--- src/rtl/cc_scheduler.sv ---
// cc_scheduler -- clock-compensation scheduler for the simplex Aurora TX path.
//
// Claims the lanes for a CC_LEN-cycle CC ordered-set burst every CC_PERIOD
// cycles and holds off the AXI-stream source with axi_ready while the burst runs.
// It also tracks frame boundaries. With CC_SCHED_DEFER_EN defined, a due burst
// waits for a frame gap for up to MAX_DEFER cycles before it preempts the frame.
//
// Ports:
//   clk                    system clock
//   rst_n                  synchronous, active-low reset
//   channel_init_finished  lane init done; the scheduler idles while low
//   axi_valid / axi_last   source beat valid / last beat of frame
//   axi_ready              beat accepted when axi_valid & axi_ready
//   cc_insert              datapath emits a CC ordered set this cycle
//   cc_first               first cycle of a CC burst
//   cc_preempt             burst started while a frame was open (one cycle)
//
// Optional feature macro: CC_SCHED_DEFER_EN (adds the PENDING state and defer_cnt).
module cc_scheduler #(
  parameter int CC_PERIOD = 5000,
  parameter int CC_LEN    = 6,
  parameter int MAX_DEFER = 64
) (
  input  logic clk,
  input  logic rst_n,
  input  logic channel_init_finished,
  input  logic axi_valid,
  input  logic axi_last,
  output logic axi_ready,
  output logic cc_insert,
  output logic cc_first,
  output logic cc_preempt
);

  localparam int PW = (CC_PERIOD > 1) ? $clog2(CC_PERIOD) : 1;
  localparam int LW = (CC_LEN > 1)    ? $clog2(CC_LEN)    : 1;

  localparam logic [PW-1:0] PERIOD_MAX = PW'(CC_PERIOD - 1);
  localparam logic [LW-1:0] LEN_MAX    = LW'(CC_LEN - 1);

  localparam logic [1:0] S_DISABLED = 2'd0;
  localparam logic [1:0] S_COUNT    = 2'd1;
  localparam logic [1:0] S_PENDING  = 2'd2;
  localparam logic [1:0] S_CC       = 2'd3;

  // A burst (plus any deferral) must finish before the next wrap, because
  // due events are only acted on in COUNT and are never queued.
  if (CC_PERIOD <= CC_LEN + MAX_DEFER) begin : g_bad_params
    $error("cc_scheduler: CC_PERIOD must exceed CC_LEN + MAX_DEFER");
  end

  logic [1:0]    state;
  logic [PW-1:0] period_cnt;
  logic [LW-1:0] len_cnt;
  logic          in_frame;

`ifdef CC_SCHED_DEFER_EN
  localparam int DW = (MAX_DEFER > 1) ? $clog2(MAX_DEFER) : 1;
  localparam logic [DW-1:0] DEFER_MAX = DW'(MAX_DEFER - 1);
  logic [DW-1:0] defer_cnt;
`endif

  logic          accept;
  logic          in_frame_nxt;
  logic          due;
  logic [PW-1:0] period_inc;

  assign accept       = axi_valid & axi_ready;
  // Frame state as it will be after this cycle's beat.
  assign in_frame_nxt = accept ? ~axi_last : in_frame;
  assign due          = (state == S_COUNT) && (period_cnt == PERIOD_MAX);
  assign period_inc   = (period_cnt == PERIOD_MAX) ? '0 : period_cnt + 1'b1;

  always_ff @(posedge clk) begin
    if (!rst_n || !channel_init_finished) begin
      // Init loss takes priority over every transition.
      state      <= S_DISABLED;
      period_cnt <= '0;
      len_cnt    <= '0;
      in_frame   <= 1'b0;
`ifdef CC_SCHED_DEFER_EN
      defer_cnt  <= '0;
`endif
    end else begin
      case (state)
        S_DISABLED: begin
          state      <= S_COUNT;
          period_cnt <= '0;
        end
        S_COUNT: begin
          period_cnt <= period_inc;
          in_frame   <= in_frame_nxt;
          if (due) begin
`ifdef CC_SCHED_DEFER_EN
            if (in_frame_nxt) state <= S_PENDING;
            else              state <= S_CC;
`else
            state <= S_CC;
`endif
          end
        end
`ifdef CC_SCHED_DEFER_EN
        S_PENDING: begin
          period_cnt <= period_inc;
          in_frame   <= in_frame_nxt;
          defer_cnt  <= defer_cnt + 1'b1;
          if ((accept && axi_last) || (defer_cnt == DEFER_MAX)) begin
            state     <= S_CC;
            defer_cnt <= '0;
          end
        end
`endif
        S_CC: begin
          // axi_ready is low here, so in_frame simply holds.
          period_cnt <= period_inc;
          len_cnt    <= len_cnt + 1'b1;
          if (len_cnt == LEN_MAX) begin
            len_cnt <= '0;
            state   <= S_COUNT;
          end
        end
        default: state <= S_DISABLED;
      endcase
    end
  end

  assign axi_ready  = (state == S_COUNT) || (state == S_PENDING);
  assign cc_insert  = (state == S_CC);
  assign cc_first   = cc_insert && (len_cnt == '0);
  assign cc_preempt = cc_first && in_frame;

endmodule

--- config.mk ---
export PLATFORM = sky130hd
export DESIGN_NAME = cc_scheduler
export DESIGN_NICKNAME = d
export VERILOG_FILES = /design/src/rtl/cc_scheduler.sv
export SDC_FILE = /design/constraint.sdc
export NUM_CORES = 1
export LEC_CHECK = 0
export ABC_CLOCK_PERIOD_IN_PS = 2190
export BUFFER_PORTS_ARGS = -buffer_cell sky130_fd_sc_hd__clkbuf_2
export CAP_MARGIN = 20
export CORE_MARGIN = 5
export CORE_UTILIZATION = 40
export CTS_CLUSTER_DIAMETER = 30
export CTS_CLUSTER_SIZE = 14
export DETAILED_ROUTE_END_ITERATION = 10
export PLACE_DENSITY_LB_ADDON = 0.12
export SYNTH_ARGS = -nofsm -noshare
export SYNTH_HDL_FRONTEND = slang
export SYNTH_SLANG_ARGS = --single-unit
--- constraint.sdc ---
create_clock -name clk -period 2.19 [get_ports clk]
set_clock_uncertainty 0.15 [all_clocks]
set_input_delay 0.1095 -clock clk [delete_from_list [all_inputs] [get_ports clk]]
set_output_delay 0.1095 -clock clk [all_outputs]
set_load 0.01 [all_outputs]
==> results by group, run 1 <==
Status
  – Result of the run: complete, no violations

Critical path
  – Data required time of the worst path: 2.26 ns
  – CP arrival: 2.04 ns
  – Maximum net fanout on the critical path: 7
  – Critical Path Sink Type: flip-flop
  – Type of the setup path with the least slack: flip-flop to flip-flop
  – Crit path launch type: flip-flop

Power
  – Switching share of total power: 24.42%
  – Switching power of the nets: 140.3 uW
  – Internal: 434.1 uW
  – Post-layout total power: 574.3 uW
  – Sequential cell fraction of total power: 61.2%
  – Relative contribution of combinational cells to total power: 6.6%
  – VDD IR-drop max: 281.8 uV
  – Pwr per Cell Area: 497.9 mW/mm^2
  – Clk network pwr share: 32.2%
  – Static power due to leakage: 0.0004077 uW

Routing
  – Length of the first detailed-routing pass in iterations: 4
  – Routed WL per cell: 12.23 um
  – DR DRC count: 0
  – Iteration-0 DRC Markers: 37
  – Vias per inst: 5.221
  – Wire length after detailed routing: 1994 um
  – Antenna violation net count after detailed routing: 0
  – Via count of the routed design: 851

Yosys
  – Share of the synthesized area in the top cell type: 37.21%
  – Leading post-synthesis cells by instance count: 19 x dfxtp_1, 16 x nor2_1, 12 x nand2_1, 8 x inv_1, 6 x xnor2_1
  – Commonest register cell after synthesis: dfxtp_1
  – Number of distinct library cells after synthesis: 35
  – Share of the yosys chip area belonging to registers: 37.21%
  – Seq cells post-synth: 19
  – Most common cell in the netlist: dfxtp_1
  – Cell type with the largest total area after synthesis: dfxtp_1
  – Syn_area_per_cell: 8.663 sq um
  – Netlist area before placement: 0.001022 sq mm
  – Share of flip-flops with an asynchronous set or reset: 0%
  – Post-synthesis cell count: 118
  – Top post-synthesis cells by area: dfxtp_1 37%, ha_1 6.1%, nor2_1 5.9%, xnor2_1 5.1%, nand2_1 4.4%
  – Yosys warning total: 0
  – Total nets after synthesis: 128
  – Number of synthesized flops with an enable pin: 0

Clock tree
  – Htree depth: 1
  – CTS sink cnt: 19
  – CTS tree: built
  – Post-CTS setup buffers: 0
  – Longest Clk Path Bufs: 2
  – Clock buffer count from CTS: 3
  – CTS clock-pin slew for the worst setup and hold paths: 0.11 ns
  – Worst-Skew Late Latency: 0.31 ns
  – Clock tree root buffer cell: clkbuf_4

Cells and area
  – Non-filler cells in the finished layout: 163
  – Design Area, Final: 0.001154 sq mm
  – Share of final-layout standard cells stronger than drive strength 1: 14.29%
  – Synthesis-to-layout area growth: 12.85%
  – Final antenna diode count: 0
  – Number of nets in the layout: 144

Timing
  – Endpoints failing hold: 0
  – Slew of the pin with the lowest slew margin: 0.4719 ns
  – Final-report setup violation count: 0
  – Setup TNS after final layout: 0 ns
  – RSZ-0062 raised after global routing: false
  – Normalized max-slew margin: 68.49%
  – Slew Viols, Final: 0
  – Minimum clock period after layout: 1.970 ns
  – Maximum frequency from static timing analysis: 507.6 MHz
  – Period Utilization, post-route: 89.96%
  – Final WS setup: 0.2198 ns

Place
  – Worst setup slack before clock tree synthesis: 0.2400 ns
  – Instance area after placement: 0.001104 sq mm
  – Input/output buffers: 8
  – Hpwl dp: 1471 um
  – Number of cells after detailed placement: 157
  – Routability Congestion: 0.7710

GRT
  – Via count of the first global-routing pass: 784
  – Global-route wire length before repair: 3415 um
  – Number of antenna violations at the first check in global routing: 0
  – Overall global routing resource usage: 12.33%
  – Pin count of the biggest net entering global routing: 12
  – Global route overflow: 0

Flow run
  – MaxCap Viol Count: 0

Floorplan
  – Overall die width: 60.55 um
  – Ports placed on the boundary: 9
  – Starting density of the core: 41.64%
  – Number of placement rows: 18
  – Chip Height: 60.55 um
  – Core Area: 0.002455 sq mm
  – Die footprint: 0.003666 sq mm

Worst hold path
  – Class of the tightest hold or removal check: input port to flip-flop
-- critical path, cell delays in order, from the launching register on --
cell and delay [ns]:
dfxtp_1 0.38, or4b_4 0.56, o311ai_2 0.47, o21ai_1 0.13, a21o_1 0.18
-- layout make-up --
class | count | area, sq um
Inverter | 8 | 30.03
Multi-Input combinational cell | 90 | 603.1
Clock inverter | 1 | 5.005
Timing Repair Buffer | 12 | 75.07
Fill cell | 240 | 1301
Sequential cell | 19 | 380.4
Clock buffer | 3 | 22.52
Tap cell | 30 | 37.54
-- layer usage --
metal	up-vias	GRT usage, %	part of all wire [%]
met5	-	0	0
met2	12	18.06	42
met1	384	17.40	54
met4	0	6.502	1.5
li1	451	-	-
met3	4	1.915	2.9
-- cells by family (layout without fill, tap and decap cells) --
logic type / count (synthesis) / after routing / share of synthesized area (%)
multiplexers: 2 / 2 / 1.958
AND/OR/NAND/NOR: 54 / 54 / 28.89
buffers and inverters: 9 / 24 / 4.039
flip-flops: 19 / 19 / 37.21
adder cells (fa/ha/maj): 5 / 5 / 6.120
AO/OA/AOI/OAI: 19 / 19 / 13.22
XOR/XNOR: 10 / 10 / 8.568
-- power by group through the flow --
stage | Clock (uW) | Combinational, uW | Sequential (uW)
2_1_floorplan | 0 | 23.9 | 358
3_3_place_gp | 0 | 36.0 | 359
3_5_place_dp | 0 | 36.0 | 359
4_1_cts | 192 | 38.3 | 351
5_1_grt | 200 | 43.9 | 352
6_report | 185 | 38.1 | 351
-- stage by stage --
stage	util, %	hold WS (ns)
4_1_cts	46.89	0.03821
6_report	46.99	0.04761
5_1_grt	46.99	0.07160
2_1_floorplan	-	0.07469
3_3_place_gp	44.95	0.1626
3_5_place_dp	44.95	0.1716
-- cells in the final DEF, fill, tap and decap left out, drive strengths merged, types with 3 or more instances in the layout --
master  count
nand2      12
xnor2       6
nor2       16
a21oi       4
inv         8
xor2        4
clkbuf     11
ha          5
o21ai       3
nor4        4
a31oi       3
nand4       4
dfxtp      19
-- registers in the layout (all words and copies together) (netlist names) --
name / flops
state: 2
len_cnt: 3
period_cnt: 13
in_frame: 1
-- final timing paths --
| check | from | end | slack (ns) | depth (start not counted) |
|---|---|---|---|---|
| worst min-delay path | channel_init_finished | period_cnt[0] | 0.05 | 3 |
| worst max-delay path | period_cnt[4] | period_cnt[9] | 0.22 | 4 |
| worst max register to register | period_cnt[4] | period_cnt[9] | 0.22 | 4 |
| worst min register to register | state[1] | state[1] | 0.36 | 2 |
-- what timing repair did --
| item | CTS | global route |
|---|---|---|
| setup endpoints to repair | 0 | 1 |
| hold buffers | 2 | 0 |
| gates resized for setup | 0 | 1 |
| hold endpoints to repair | 1 | 0 |
(Power assumes the default switching activity.)
==> inputs of run 2 (changes only) <==
Settings changed: ABC_AREA set to 1, CORE_MARGIN 5 to not set, CTS_BUF_LIST set to sky130_fd_sc_hd__clkbuf_4 sky130_fd_sc_hd__clkbuf_8.
==> run 2 against run 1 <==
  * Register-to-register slack better by 0.24 ns
  * Die area fell by 20%
  * Power up 3.2%
  * Via count increased by 23%
  * Global-route usage increased by 7.1 points
  * Critical path type is now flip-flop to output port
  * Largest cell class unchanged
==> results by group, run 2 <==
Yosys
  – Most common cell in the netlist: nand2_1
  – Area share of fa/ha/maj cells after synthesis: 5.747%
  – Syn_area_per_cell: 6.557 sq um
  – Seq cells post-synth: 19
  – XOR/XNOR Fraction of Synth Area: 1.609%
  – Number of synthesized flops with an enable pin: 0
  – Cell type with the largest total area after synthesis: dfxtp_1
  – Share of flip-flops with an asynchronous set or reset: 0%
  – Yosys warning total: 0
  – Share of the yosys chip area belonging to registers: 34.94%
  – Share of the synthesized area in the top cell type: 34.94%
  – Main combinational cell family by area after synthesis: simple AND/OR/NAND/NOR gates
  – Post-synthesis cell count: 166
  – Netlist area before placement: 0.001089 sq mm
  – Total nets after synthesis: 176
  – Simple-gate area share of the yosys netlist: 40.69%
  – Synth Area in Compound Gates: 9.770%
  – Number of distinct library cells after synthesis: 22
  – Commonest register cell after synthesis: dfxtp_1
  – Mux share of post-synthesis cell area: 0%
  – Top post-synthesis cells by area: dfxtp_1 35%, nand2_1 19%, nor2_1 7.2%, inv_1 6.6%, ha_1 5.7%
  – Leading post-synthesis cells by instance count: 55 x nand2_1, 21 x nor2_1, 19 x dfxtp_1, 19 x inv_1, 11 x a21oi_1

Cells and area
  – Most frequent standard cell in the layout excluding fill and tap cells: nand2_1
  – Number of nets in the layout: 191
  – Registers with the highest flip-flop counts: period_cnt (13), len_cnt (3), state (2)
  – Share of final-layout standard cells stronger than drive strength 1: 12.78%
  – Filler Cells Inserted: 266
  – Register with the most flip-flops: period_cnt
  – Synthesis-to-layout area growth: 12.07%
  – Max FFs per register: 13
  – Final antenna diode count: 0
  – Commonest cells after routing, fill and taps aside: 55 x nand2_1, 21 x nor2_1, 19 x inv_1, 19 x dfxtp_1, 11 x a21oi_1

Floorplan
  – Core Area: 0.002522 sq mm
  – Starting density of the core: 43.15%
  – Die footprint: 0.002934 sq mm
  – Chip Height: 54.17 um
  – Overall die width: 54.17 um
  – Number of placement rows: 18
  – Ports placed on the boundary: 9

Status
  – Result of the run: complete, no violations

Clock tree
  – CTS sink cnt: 19
  – CTS clock-pin slew for the worst setup and hold paths: 0.11 ns
  – CTS tree: built
  – Longest Clk Path Bufs: 2
  – Clock buffer count from CTS: 3
  – Post-CTS setup buffers: 0
  – Worst-Skew Late Latency: 0.29 ns
  – Htree depth: 1
  – Clock tree root buffer cell: clkbuf_4

GRT
  – Pin count of the biggest net entering global routing: 13
  – Global-route wire length before repair: 4105 um
  – Number of antenna violations at the first check in global routing: 0
  – Global route overflow: 0
  – Via count of the first global-routing pass: 953
  – Overall global routing resource usage: 19.40%

Timing
  – Final-report setup violation count: 0
  – Normalized max-slew margin: 78.75%
  – Period Utilization, post-route: 86.57%
  – Slew of the pin with the lowest slew margin: 0.3180 ns
  – Final-layout worst hold slack: 0.09542 ns
  – Maximum frequency from static timing analysis: 527.4 MHz
  – Endpoints failing hold: 0
  – Minimum clock period after layout: 1.896 ns
  – Setup TNS after final layout: 0 ns
  – Slew Viols, Final: 0
  – RSZ-0062 raised after global routing: false

Power
  – Static power due to leakage: 0.0004857 uW
  – Pwr per Cell Area: 485.9 mW/mm^2
  – VDD IR-drop max: 357.7 uV

Routing
  – Length of the first detailed-routing pass in iterations: 4
  – Vias per inst: 5.000
  – Wire length after detailed routing: 2345 um
  – Iteration-0 DRC Markers: 24
  – Via count of the routed design: 1050
  – Routed WL per cell: 11.17 um
  – Antenna violation net count after detailed routing: 0
  – DR DRC count: 0

Critical path
  – Data required time of the worst path: 1.93 ns
  – Crit path launch type: flip-flop
  – Critical Path Sink Type: output port
  – Ordered cell list for the critical path: ha_1 -> inv_1 -> nor4_1 -> and2_1 -> clkbuf_2
  – Cell family with the largest share of critical-path delay: simple AND/OR/NAND/NOR gates
  – CP arrival: 1.64 ns
  – Total buffers and inverters traversed by the critical path: 2
  – Maximum net fanout on the critical path: 5
  – Slowest library cell on the worst path: dfxtp_1
  – Type of the setup path with the least slack: flip-flop to output port
  – Biggest cell delay along the critical path: 0.40 ns

Place
  – Routability Congestion: 0.8959
  – Hpwl dp: 1781 um
  – Input/output buffers: 8

Worst hold path
  – Class of the tightest hold or removal check: input port to flip-flop

Flow run
  – MaxCap Viol Count: 0
-- run 2: changes by cell type after synthesis, sizes merged, moves of 3 or more --
cell,change
a31oi,-3
nor2,+10
nor4,-3
xnor2,-6
a21oi,+8
inv,+11
nand3,+7
nand2,+46
-- run 2: worst paths after layout --
path | startpoint | slack, ns | endpoint | cells after the start
hold reg to reg | period_cnt[10] | 0.34 | period_cnt[10] | 2
setup / recovery | state[0] | 0.29 | cc_preempt | 5
hold / removal | channel_init_finished | 0.1 | period_cnt[12] | 3
setup reg to reg | state[1] | 0.46 | in_frame | 5
-- run 2: through the flow --
stage | power, uW | cell area [sq um] | utilization [%] | setup WS [ns] | std cells
finish | 592.7 | 1220 | 48.36 | 0.2941 | 210
global route | 630.0 | 1220 | 48.36 | 0.1211 | 210
CTS | 604.8 | 1220 | 48.36 | 0.2914 | 210
detailed placement | 411.9 | 1170 | 46.38 | 0.5159 | 204
global placement | 410.3 | 1170 | 46.38 | 0.5617 | 204
floorplan | 393.7 | 1089 | - | 0.5041 | 166
-- run 2: cell type report --
class                   count  area (sq um)  area share (%)
multi-input cells         126         629.4           51.59
clock buffers               4         30.03           2.462
repair buffers             11         67.56           5.538
inverters                  20         75.07           6.154
well taps                  30         37.54           3.077
flip-flops and latches     19         380.4           31.18
-- run 2: power by group --
group          switching [uW]  leakage, uW  total, uW  internal (uW)
Combinational            35.1     0.000314       52.8           17.7
Clock                     104    0.0000184        188           83.2
Sequential               3.39     0.000153        352            349
-- run 2: timing repair --
item / in CTS / in global routing
endpoints found under the hold margin: 1 / 0
resized for setup: 0 / 0
hold buffers: 2 / 0
-- run 2: metal layers --
metal	GRT usage, %	vias to the layer above	wire length, um
met3	3.672	4	76
met4	6.838	0	24
met5	0	-	0
li1	-	557	-
met1	24.58	470	1130
met2	32.32	19	1113
-- run 2: worst min-delay path, cell delays in order --
cell      delay, ns
clkbuf_2       0.08
nand2_1        0.24
a21oi_1        0.07
-- run 2: kinds of logic after synthesis --
family / Yosys count
buffers and inverters: 21
AOI/OAI and AO/OA: 19
DFF: 19
xor gates and xnor gates: 2
and+or+nand+nor: 100
adders and majority gates: 5
